$ cat config.mk
export PLATFORM = sky130hd
export DESIGN_NAME = game_over_sequencer
export DESIGN_NICKNAME = d
export VERILOG_FILES = /design/src/rtl/game_over_sequencer.sv
export SDC_FILE = /design/constraint.sdc
export NUM_CORES = 1
export LEC_CHECK = 0
export ABC_AREA = 1
export CAP_MARGIN = 20
export CELL_PAD_IN_SITES_DETAIL_PLACEMENT = 2
export CELL_PAD_IN_SITES_GLOBAL_PLACEMENT = 2
export CORE_ASPECT_RATIO = 0.7
export CORE_MARGIN = 4
export CORE_UTILIZATION = 25
export DETAILED_ROUTE_END_ITERATION = 16
export PLACE_DENSITY_LB_ADDON = 0.2
export REMOVE_ABC_BUFFERS = 1
export SYNTH_ARGS = -nofsm -noshare
export SYNTH_HDL_FRONTEND = slang
export SYNTH_SLANG_ARGS = --single-unit
$ cat constraint.sdc
create_clock -name clk -period 1.5 [get_ports clk]
set_input_delay 0.375 -clock clk [delete_from_list [all_inputs] [get_ports clk]]
set_output_delay 0.375 -clock clk [all_outputs]
set_load 0.02 [all_outputs]
$ cat src/rtl/game_over_sequencer.sv
// Game-over banner sequencer: slides the banner in one step per frame, holds it,
// blinks it while waiting for fire, then emits a single-cycle restart pulse.
module game_over_sequencer #(
  parameter int unsigned CORDW        = 10,
  parameter int unsigned H_RES        = 640,
  parameter int unsigned TARGET_X     = 256,
  parameter int unsigned STEP         = 8,
  parameter int unsigned HOLD_FRAMES  = 60,
  parameter int unsigned BLINK_FRAMES = 16,
  parameter int unsigned TICK_LINE    = 0
) (
  input  logic             clk,
  input  logic             rst_n,
  input  logic [CORDW-1:0] pixel,
  input  logic [CORDW-1:0] line,
  input  logic             game_over,
  input  logic             fire,
  output logic [9:0]       game_over_x,
  output logic             banner_en,
  output logic             restart,
  output logic             busy
);

  localparam int unsigned XW  = 10;
  localparam int unsigned XW1 = XW + 1;
  localparam int unsigned CW  = 8;

  localparam logic [XW-1:0]  X_PARK    = XW'(H_RES);
  localparam logic [XW-1:0]  X_TARGET  = XW'(TARGET_X);
  localparam logic [XW-1:0]  X_STEP    = XW'(STEP);
  // One bit wider so TARGET_X + STEP cannot wrap in the compare
  localparam logic [XW1-1:0] SLIDE_MIN = XW1'(TARGET_X + STEP);
  localparam logic [CW-1:0]  HOLD_LIM  = CW'(HOLD_FRAMES);
  localparam logic [CW-1:0]  BLINK_LIM = CW'(BLINK_FRAMES);

  typedef enum logic [2:0] {
    S_IDLE,
    S_SLIDE,
    S_HOLD,
    S_WAIT,
    S_RESTART
  } state_t;

  state_t        state;
  logic          tick_cond_q, tick_cond_d;
  logic          go_q, go_d, fire_q, fire_d;
  logic [CW-1:0] frame_cnt, blink_cnt;

  logic          tick_cond_c, tick, go_rise, fire_rise;
  logic [CW-1:0] frame_nxt, blink_nxt;

  // Single-cycle event strobes and saturating counter increments
  always_comb begin
    tick_cond_c = (line == CORDW'(TICK_LINE)) && (pixel == '0);
    tick        = tick_cond_q & ~tick_cond_d;
    go_rise     = go_q & ~go_d;
    fire_rise   = fire_q & ~fire_d;
    frame_nxt   = (frame_cnt == '1) ? frame_cnt : frame_cnt + CW'(1);
    blink_nxt   = (blink_cnt == '1) ? blink_cnt : blink_cnt + CW'(1);
  end

  always_ff @(posedge clk) begin
    if (!rst_n) begin
      state       <= S_IDLE;
      tick_cond_q <= 1'b0;
      tick_cond_d <= 1'b0;
      go_q        <= 1'b0;
      go_d        <= 1'b0;
      fire_q      <= 1'b0;
      fire_d      <= 1'b0;
      frame_cnt   <= '0;
      blink_cnt   <= '0;
      game_over_x <= X_PARK;
      banner_en   <= 1'b0;
      restart     <= 1'b0;
      busy        <= 1'b0;
    end else begin
      tick_cond_q <= tick_cond_c;
      tick_cond_d <= tick_cond_q;
      go_q        <= game_over;
      go_d        <= go_q;
      fire_q      <= fire;
      fire_d      <= fire_q;
      restart     <= 1'b0;

      case (state)
        S_IDLE: begin
          if (go_rise) begin
            state     <= S_SLIDE;
            banner_en <= 1'b1;
            busy      <= 1'b1;
          end
        end

        // Compare before subtracting so x clamps at TARGET_X and never underflows
        S_SLIDE: begin
          if (tick) begin
            if ({1'b0, game_over_x} >= SLIDE_MIN) begin
              game_over_x <= game_over_x - X_STEP;
            end else begin
              game_over_x <= X_TARGET;
              frame_cnt   <= '0;
              state       <= S_HOLD;
            end
          end
        end

        S_HOLD: begin
          if (tick) begin
            if (frame_nxt >= HOLD_LIM) begin
              frame_cnt <= '0;
              blink_cnt <= '0;
              state     <= S_WAIT;
            end else begin
              frame_cnt <= frame_nxt;
            end
          end
        end

        // Fire takes priority over a coincident blink toggle
        S_WAIT: begin
          if (fire_rise) begin
            state       <= S_RESTART;
            restart     <= 1'b1;
            banner_en   <= 1'b0;
            game_over_x <= X_PARK;
          end else if (tick) begin
            if (blink_nxt >= BLINK_LIM) begin
              banner_en <= ~banner_en;
              blink_cnt <= '0;
            end else begin
              blink_cnt <= blink_nxt;
            end
          end
        end

        S_RESTART: begin
          state <= S_IDLE;
          busy  <= 1'b0;
        end

        default: begin
          state       <= S_IDLE;
          game_over_x <= X_PARK;
          banner_en   <= 1'b0;
          busy        <= 1'b0;
        end
      endcase
    end
  end

endmodule

# --- Word-level counts from Yosys, hierarchy flattened ---
# Index checks and enable logic that the tools add are counted.
# W data, S select, Z words.
word_totals:
  register_bits: 38
  latchBits: 0
  ram_bits: 0
  romBits: 0
  input_bits: 24
  wordCells: 92
  mem_count: 0
classes:
  addsub: 3
  n_mul: 0
  n_div: 0
  order_cmp: 3
  eq_ne: 16
  shifts: 0
  muxes: 31
  bitwise: 10
  n_reduce_logical: 16
op_table:
  columns: ["cell", "n"]
  rows:
  - ["$mux W8", 11]
  - ["$pmux W8 S2", 2]
  - ["$mux W10", 3]
  - ["$pmux W10 S3", 1]
  - ["$logic_not A10 Y1", 2]
  - ["$mux W3", 6]
  - ["$add A8 B1 Y8 const B", 2]
  - ["$eq A8 B8 Y1 const B", 2]
  - ["$ne A2 B2 Y1 const B", 8]
  - ["$pmux W3 S4", 1]
  - ["$ge A10 B9 Y1 const B", 1]
  - ["$sub A10 B4 Y10 const B", 1]
  - ["$reduce_or A3 Y1", 3]
  - ["$ge A8 B5 Y1 const B", 1]
  - ["$ge A8 B6 Y1 const B", 1]
  - ["$reduce_and A4 Y1", 2]
  - ["$not A1 Y1", 7]
  - ["$eq A3 B2 Y1 const B", 2]
  - ["$ne A3 B3 Y1 const B", 2]
  - ["$reduce_and A6 Y1", 1]
  - ["$mux W1", 5]
  - ["$reduce_and A5 Y1", 1]
  - ["$reduce_and A2 Y1", 2]
  - ["$reduce_bool A2 Y1", 2]
  - ["other kinds (8)", 10]

# --- Depth between registers and ports, before layout ---
# Gate-level depths: netlist (run 1).
depth:
  ltp_word: 7
  ltp_mapped: 13
  ltp_nobuf: 13

# --- Worst setup path after synthesis (run 1) ---
# Ideal clock, no wire load.
synth_path:
  path_type: "reg2reg"
  start: "register blink_cnt[0]"
  end: "register banner_en"
  t_arrival_ns: 1.460
  required_time_ns: 1.385
  setup_slack_ns: -0.075
  stages_incl_launch_ff: 13
  path_cell_list: "dfxtp_1 -> ha_1 -> nand3_2 -> nor3_2 -> nand2_1 -> nand2_1 -> inv_2 -> nand2_1 -> nand2_1 -> nand2_1 -> nand3_1 -> nand2_1 -> nor2_1"
synth_between:
  elab_chain_len: 5
  word_cells_on_any_way: 6
  cone_classes: "add/sub (1); order compare (1); eq/ne (2); mux (1); reduce/logical (1)"
synth_lines:
  columns: ["item", "line", "rtl"]
  rows:
  - ["from (decl)", "47", "logic [CW-1:0] frame_cnt, blink_cnt;"]
  - ["from (signal assigned)", "132", "blink_cnt <= blink_nxt;"]
  - ["$add A8 B1 Y8 or $eq A8 B8 Y1 (tied branches)", "59", "blink_nxt = (blink_cnt == '1) ? blink_cnt : blink_cnt + CW'(1);"]
  - ["$mux W8 *", "59", null]
  - ["$ge A8 B5 Y1 *", "128", "if (blink_nxt >= BLINK_LIM) begin"]
  - ["$ne A3 B3 Y1 (no source line) *", null, null]
  - ["$reduce_and A4 Y1 (no source line) *", null, null]
  - ["to (signal assigned)", "129", "banner_en <= ~banner_en;"]
  - ["to (decl)", "19", "output logic banner_en,"]
# Every way passes the cells marked *; elsewhere a longest branch is shown, timed or not.
# A chain may end at the register's enable or synchronous reset.

# --- Worst setup path after layout (run 1) ---
layout_path:
  start: "register frame_cnt[1]"
  end: "register frame_cnt[1]"
layout_between:
  elab_chain_len: 6
  word_cells_on_any_way: 7
  cone_classes: "add/sub (1); order compare (1); eq/ne (1); mux (4)"
layout_lines:
  columns: ["item", "line", "rtl"]
  rows:
  - ["from (decl)", "47", null]
  - ["from (signal assigned)", "115", "frame_cnt <= frame_nxt;"]
  - ["$add A8 B1 Y8 or $eq A8 B8 Y1 (tied branches)", "58", "frame_nxt = (frame_cnt == '1) ? frame_cnt : frame_cnt + CW'(1);"]
  - ["$mux W8 *", "58", null]
  - ["$ge A8 B6 Y1", "110", "if (frame_nxt >= HOLD_LIM) begin"]
  - ["$mux W8 *", "110", null]
  - ["$mux W8 *", "109", "if (tick) begin"]
  - ["$pmux W8 S2 *", "86", "case (state)"]
# Every way passes the cells marked *; elsewhere a longest branch is shown, timed or not. The select of a mux whose other input is x is not followed.

==> out/results.ini, run 1 <==
[clock_network]
clk_latency_ns=0.28
cts.clk_slew.worst_paths_ns=0.06
cts_tree=yes
clock_sink_count=35
root_buffer=clkbuf_16
tritoncts.num_buffers=5
cts_max_level=2
cts_max_path_buffers=2
hold_buffers=0

[placement]
preCtsSetupSlack_ns=-0.236
portBuffers=33
detailed_placement_hpwl_mm=5.39
place.gp.congestion=0.770
dp_cells=468

[critical_path]
worst-endpoint-required_ns=1.66
type_of_the_setup_path_with_the_least_slack=register to register
setup.reg_to_reg.worst_slack_ns=-0.23
critical_path_peak_fanout=5
crit-reg2reg-capture=frame_cnt[1]
setup.worst_path.end_class=register
worst-endpoint-arrival_ns=1.89
startpoint_types=register
r2r_cells=10
r2r_start=frame_cnt[1]

[detailed_routing]
drt_drc_violations_left=0
avgRoutedWirePerCell_microns=17.0
route.met3.wl_microns=246
met2WireLength_mm=4.00
num_vias=2249
antenna_left=0
wirelength_mm=8.14
uppermost_layer_routed=met4
first_pass_iters=4
dr.first_iter.drc_count=51
routed_via_density=4.69
met1Wirelength_mm=3.81

[worst_hold_path]
timing.hold.worst_endpoint=tick_cond_d
worstHoldPathCells=2
timing.hold.worst.start=tick_cond_q
hold_path.class=register to register

[status]
result_of_the_run=finished with violations
violations=negative setup slack

[yosys]
synth.yosys.seq_area_share=0.355
ys_seq_elements=35
synth_edf_count=0
synthArstFlopShare=0
mappedNetlistArea_sq_um=1980
synth.yosys.warnings=0
dominantRegCellSynth=dfxtp_1
count_of_different_cell_masters_after_synthesis=36
syn-instance-count=294
synthesis.area_per_instance_sq_um=6.72

[finish]
diodes=0
finish.net_count=409
utilization=0.433
drive_gt1_frac=0.374
multi_input_area_sq_um=1380
most-common-layout-cells=nand2_1, buf_4, inv_1
flow.area_growth_from_synthesis_pct=64.1
final-seq-area_sq_um=717
fillers=866
instances_no_fill=480
layout.cells.most_common=nand2_1

[sta]
fin_crit_sh=1.15
skew_ns=0.00869
highest_clock_rate_mhz=580
rsz0062_at_grt=yes
drv_slew=0
hold_ws_ns=0.425
min_clock_period_post_route_ns=1.73
final_hold_vios=0
setup_slack_ns=-0.225
setup_violations=19

[global_routing]
initial_antenna_violation_count=0
gr-total-overflow=0
pin_count_of_the_biggest_net_entering_global_routing=11
grt_first_pass_wirelength_mm=13.2
number_of_global_route_vias_before_repair=2522
groute.usage.overall=0.181

[die]
die_area_sq_um=9410
die_width_microns=114
die_height_microns=82.4
initial_core_utilization=0.264
io-pin-count=37
core_area_sq_um=7480
number_of_placement_rows=26

[job]
max-cap-violations=0

[power_and_ir_drop]
total_power_mw=2.59
p_leak_nw=1.44
power_per_cell_area_nw_per_um2=798
peakVddDrop_uv=404

-- sequential cells by signal, summed over array words and instances (netlist names) --
signal and flops:
blink_cnt 8, fire_q 1, tick_cond_q 1, banner_en 1
restart 1, busy 1, tick_cond_d 1, game_over_x 7
go_d 1, state 3, go_q 1, frame_cnt 8
fire_d 1
-- cells in the mapped netlist (all sizes together) (2+ instances only) --
library cell	number	area [sq um]
ha	3	37.5
nand2	78	330
o211ai	2	15.0
inv	46	173
nor3	12	70.1
nand3	22	135
xnor2	2	17.5
clkbuf	2	17.5
dfxtp	35	701
nor4	4	25.0
buf	3	22.5
a21oi	14	81.3
nor2	42	175
nand4	6	37.5
o21ai	13	68.8
-- cells by family after synthesis --
kind of cell    count (synthesis)  synth area share
compound gates                 33            0.0982
flops                          35             0.355
other cells                     1           0.00190
fa+ha+maj                       3            0.0190
buf+inv                        51             0.108
xor+xnor                        3            0.0133
simple gates                  168             0.405
-- power by group --
| part | switching, mW | leakage [nW] | internal, mW |
|---|---|---|---|
| Sequential | 0.0362 | 0.289 | 0.965 |
| Clock | 0.386 | 0.0727 | 0.648 |
| Combinational | 0.316 | 1.07 | 0.236 |
| Total | 0.738 | 1.44 | 1.85 |
-- per-stage QoR --
stage	instance area [sq um]	setup TNS, ns
final	3240	-2.76
after global routing	3240	-5.03
after CTS	3130	-1.69
after detailed placement	2740	-4.03
after global placement	2740	-1.62
after floorplan	1940	-0.146
-- timing repair --
action	4_1_cts	5_1_grt
gates resized for setup	66	32
pin swaps	17	7
cloned	1	0
setup endpoints to repair	35	28
setup buffers	3	1
-- worst max-delay path, cell delays in order, from the launching register on --
cell and delay (ns):
dfxtp_4 0.36, ha_4 0.17, inv_2 0.06, nor2_4 0.05
nand3_4 0.11, buf_4 0.14, buf_4 0.11, inv_2 0.04
buf_4 0.12, o31ai_2 0.36, nor2_4 0.08
-- worst max path at each step --
stage | cells after the start | startpoint | slack, ns | end
floorplan | 12 | blink_cnt[0] | -0.08 | banner_en
global placement | 10 | frame_cnt[0] | -0.12 | blink_cnt[1]
detailed placement | 10 | frame_cnt[1] | -0.24 | blink_cnt[1]
CTS | 10 | frame_cnt[1] | -0.13 | blink_cnt[1]
global route | 10 | game_over_x[6] | -0.29 | frame_cnt[1]
finish | 10 | frame_cnt[1] | -0.23 | frame_cnt[1]
-- metal layers --
layer,global-route usage,vias to the layer above
met2,0.316,42
met1,0.233,1092
met5,0,-
li1,-,1106
met3,0.0393,9
met4,0.0344,0
-- cell type report --
type,instances,area share
clock buffer,6,0.0428
inverter,46,0.0540
clock inverter,1,0.00154
timing repair buffer,83,0.218
tap,98,0.0378
multi-input combinational,211,0.425
sequential,35,0.221
No activity file was read; power rests on OpenSTA's default activity.
==> run 2: changes to the inputs <==
Settings changed: SLEW_MARGIN from default to 10.
==> results of run 2 <==
The final DEF is identical to that of run 1; final timing and power are the same.
==> run 3: changes to the inputs <==
Settings changed: PLACE_DENSITY from default to 0.79, PLACE_DENSITY_LB_ADDON 0.2 to default.
==> run 3 against run 2 <==
  * The flow still finishes with violations (negative setup slack)
  * Critical path depth is 2 higher
  * Via count is 9.8% higher
  * Critical path type unchanged
  * Sequential share of layout area is 0.92 points lower
  * Non-clock buffer count is 3 higher
  * Total power is 14% higher
  * Clock-buffer cell count stayed put
  * Highest routed layer unchanged
  * Utilization is 2.0 points higher
  * Clock skew is 0.0040 ns lower
  * First-iteration DRC count grew to 3.0 times the previous value
  * Final cell count is 0.83% higher
  * Setup slack worse by 0.15 ns
  * Largest cell class unchanged
  * Combinational power is 20% higher
==> out/results.ini, run 3 (synthesis results as in run 1) <==
[status]
result_of_the_run=finished with violations
violations=negative setup slack

[critical_path]
worst-endpoint-arrival_ns=2.09
critical_path_peak_fanout=5
crit-reg2reg-capture=state[1]
slowest_delay_ns=0.36
worst-endpoint-required_ns=1.71
r2r_cells=12
startpoint_types=register
critical_path.top_delay_family=simple AND/OR/NAND/NOR gates
critical_path_s_slowest_cell=dfxtp_2
critPathLaunch=frame_cnt[0]
setup.reg_to_reg.worst_slack_ns=-0.38
type_of_the_setup_path_with_the_least_slack=register to register
setup.worst_path.end_class=register
r2r_start=frame_cnt[0]
critical_path.n_buffers_inverters=2
cell_by_cell_listing_of_the_critical_path=ha_4 -> inv_4 -> nor2_4 -> buf_4 -> nand3_2 -> nand2_2 -> nand2_2 -> nor2_4 -> nand2_8 -> nand2_4 -> nand2_1 -> a21oi_2

[clock_network]
clk_latency_ns=0.30
clock_sink_count=35
hold_buffers=0
root_buffer=clkbuf_16
tritoncts.num_buffers=5
cts_max_path_buffers=2
cts_tree=yes
cts_max_level=2
cts.clk_slew.worst_paths_ns=0.06

[global_routing]
grt_util_met3=0.0641
number_of_global_route_vias_before_repair=2786
global_route.usage.met2=0.421
grt_first_pass_wirelength_mm=16.1
gr-total-overflow=0
grt_util_met1=0.267
pin_count_of_the_biggest_net_entering_global_routing=12
initial_antenna_violation_count=0
grt.busiest_layer=met2
groute.usage.overall=0.233

[power_and_ir_drop]
p_leak_nw=1.49
power_frac_comb=0.225
peakVddDrop_uv=586
power_dissipated_by_switching_net_loads_uw=886
power_per_cell_area_nw_per_um2=866
switching_share=0.302
p_int_mw=2.05
total_power_mw=2.94
power.share.sequential=0.341
pwr-share-clk=0.434

[placement]
preCtsSetupSlack_ns=-0.284
place.gp.congestion=0.798
detailed_placement_hpwl_mm=5.91
dp_cells=466
portBuffers=33

[sta]
min_clock_period_post_route_ns=1.88
drv_slew=0
timing_worst_slew_pin_value_ns=0.639
fin_crit_sh=1.25
rsz0062_at_grt=yes
setup_violations=26
final_hold_vios=0
setup-tns-final_ns=-6.83
setup_slack_ns=-0.379
maxSlewHeadroom=0.574
skew_ns=0.00465
highest_clock_rate_mhz=532

[finish]
instances_no_fill=484
layout.cells.most_common=buf_4
finish.net_count=412
drive_gt1_frac=0.399
most-common-layout-cells=buf_4, nand2_1, inv_1
layout_top_registers=blink_cnt (8), frame_cnt (8), game_over_x (7)
final-seq-area_sq_um=718
flow.area_growth_from_synthesis_pct=71.5
fillers=844
diodes=0
multi_input_area_sq_um=1440

[worst_hold_path]
hold_path.class=register to register
timing.hold.worst.start=tick_cond_q
worstHoldPathCells=2
timing.hold.worst_endpoint=tick_cond_d

[detailed_routing]
dr.first_iter.drc_count=153
drt_drc_violations_left=0
avgRoutedWirePerCell_microns=24.2
wirelength_mm=11.7
num_vias=2470
antenna_left=0
routed_via_density=5.10
first_pass_iters=4

[die]
core_area_sq_um=7480
die_height_microns=82.4
initial_core_utilization=0.264
io-pin-count=37
die_area_sq_um=9410
number_of_placement_rows=26
die_width_microns=114

[job]
max-cap-violations=0

run 3: area by class of cell:
type,instances,area share
Clock buffer,6,0.0410
Clock inverter,2,0.0103
Inverter,46,0.0524
Multi-Input combinational cell,211,0.425
Sequential cell,35,0.212
Tap cell,98,0.0362
Timing Repair Buffer,86,0.223
run 3: power by group through the flow:
stage	Clock [mW]	Sequential [mW]	Combinational, mW
floorplan	0	1.04	0.212
global placement	0	1.01	0.466
detailed placement	0	1.02	0.499
CTS	1.28	0.995	0.568
global route	1.34	1.00	0.703
finish	1.28	1.00	0.660
run 3: per-stage QoR:
stage	area, sq um	hold WS [ns]	util
after detailed placement	2740	0.435	0.366
after CTS	3210	0.439	0.428
after global routing	3390	0.488	0.453
final	3390	0.450	0.453
after global placement	2740	0.412	0.366
after floorplan	1940	0.407	-
run 3: worst max-delay path by stage:
stage	endpoint	slack (ns)	depth (start not counted)
CTS	state[0]	-0.20	9
detailed placement	state[0]	-0.28	11
finish	state[1]	-0.38	12
global route	state[1]	-0.46	12
global placement	blink_cnt[1]	-0.11	10
floorplan	banner_en	-0.08	12
run 3: layer usage:
metal  wire [microns]  vias to the layer above  share of wire
li1                 -                     1122              -
met1             5010                     1231           0.43
met2             5670                       84           0.48
met3              646                       33          0.055
met4              374                        0          0.032
met5                0                        -              0
run 3: repair_timing:
item | in CTS | in global routing
pin swaps | 20 | 16
gates resized for setup | 71 | 47
gates cloned | 1 | 0
setup endpoints to repair | 37 | 29
setup buffers | 7 | 3
run 3: worst register-to-register path, stage by stage (launching register included):
cell,delay (ns)
dfxtp_2,0.36
ha_4,0.17
inv_4,0.04
nor2_4,0.12
buf_4,0.13
nand3_2,0.08
nand2_2,0.10
nand2_2,0.07
nor2_4,0.18
nand2_8,0.13
nand2_4,0.12
nand2_1,0.10
a21oi_2,0.21
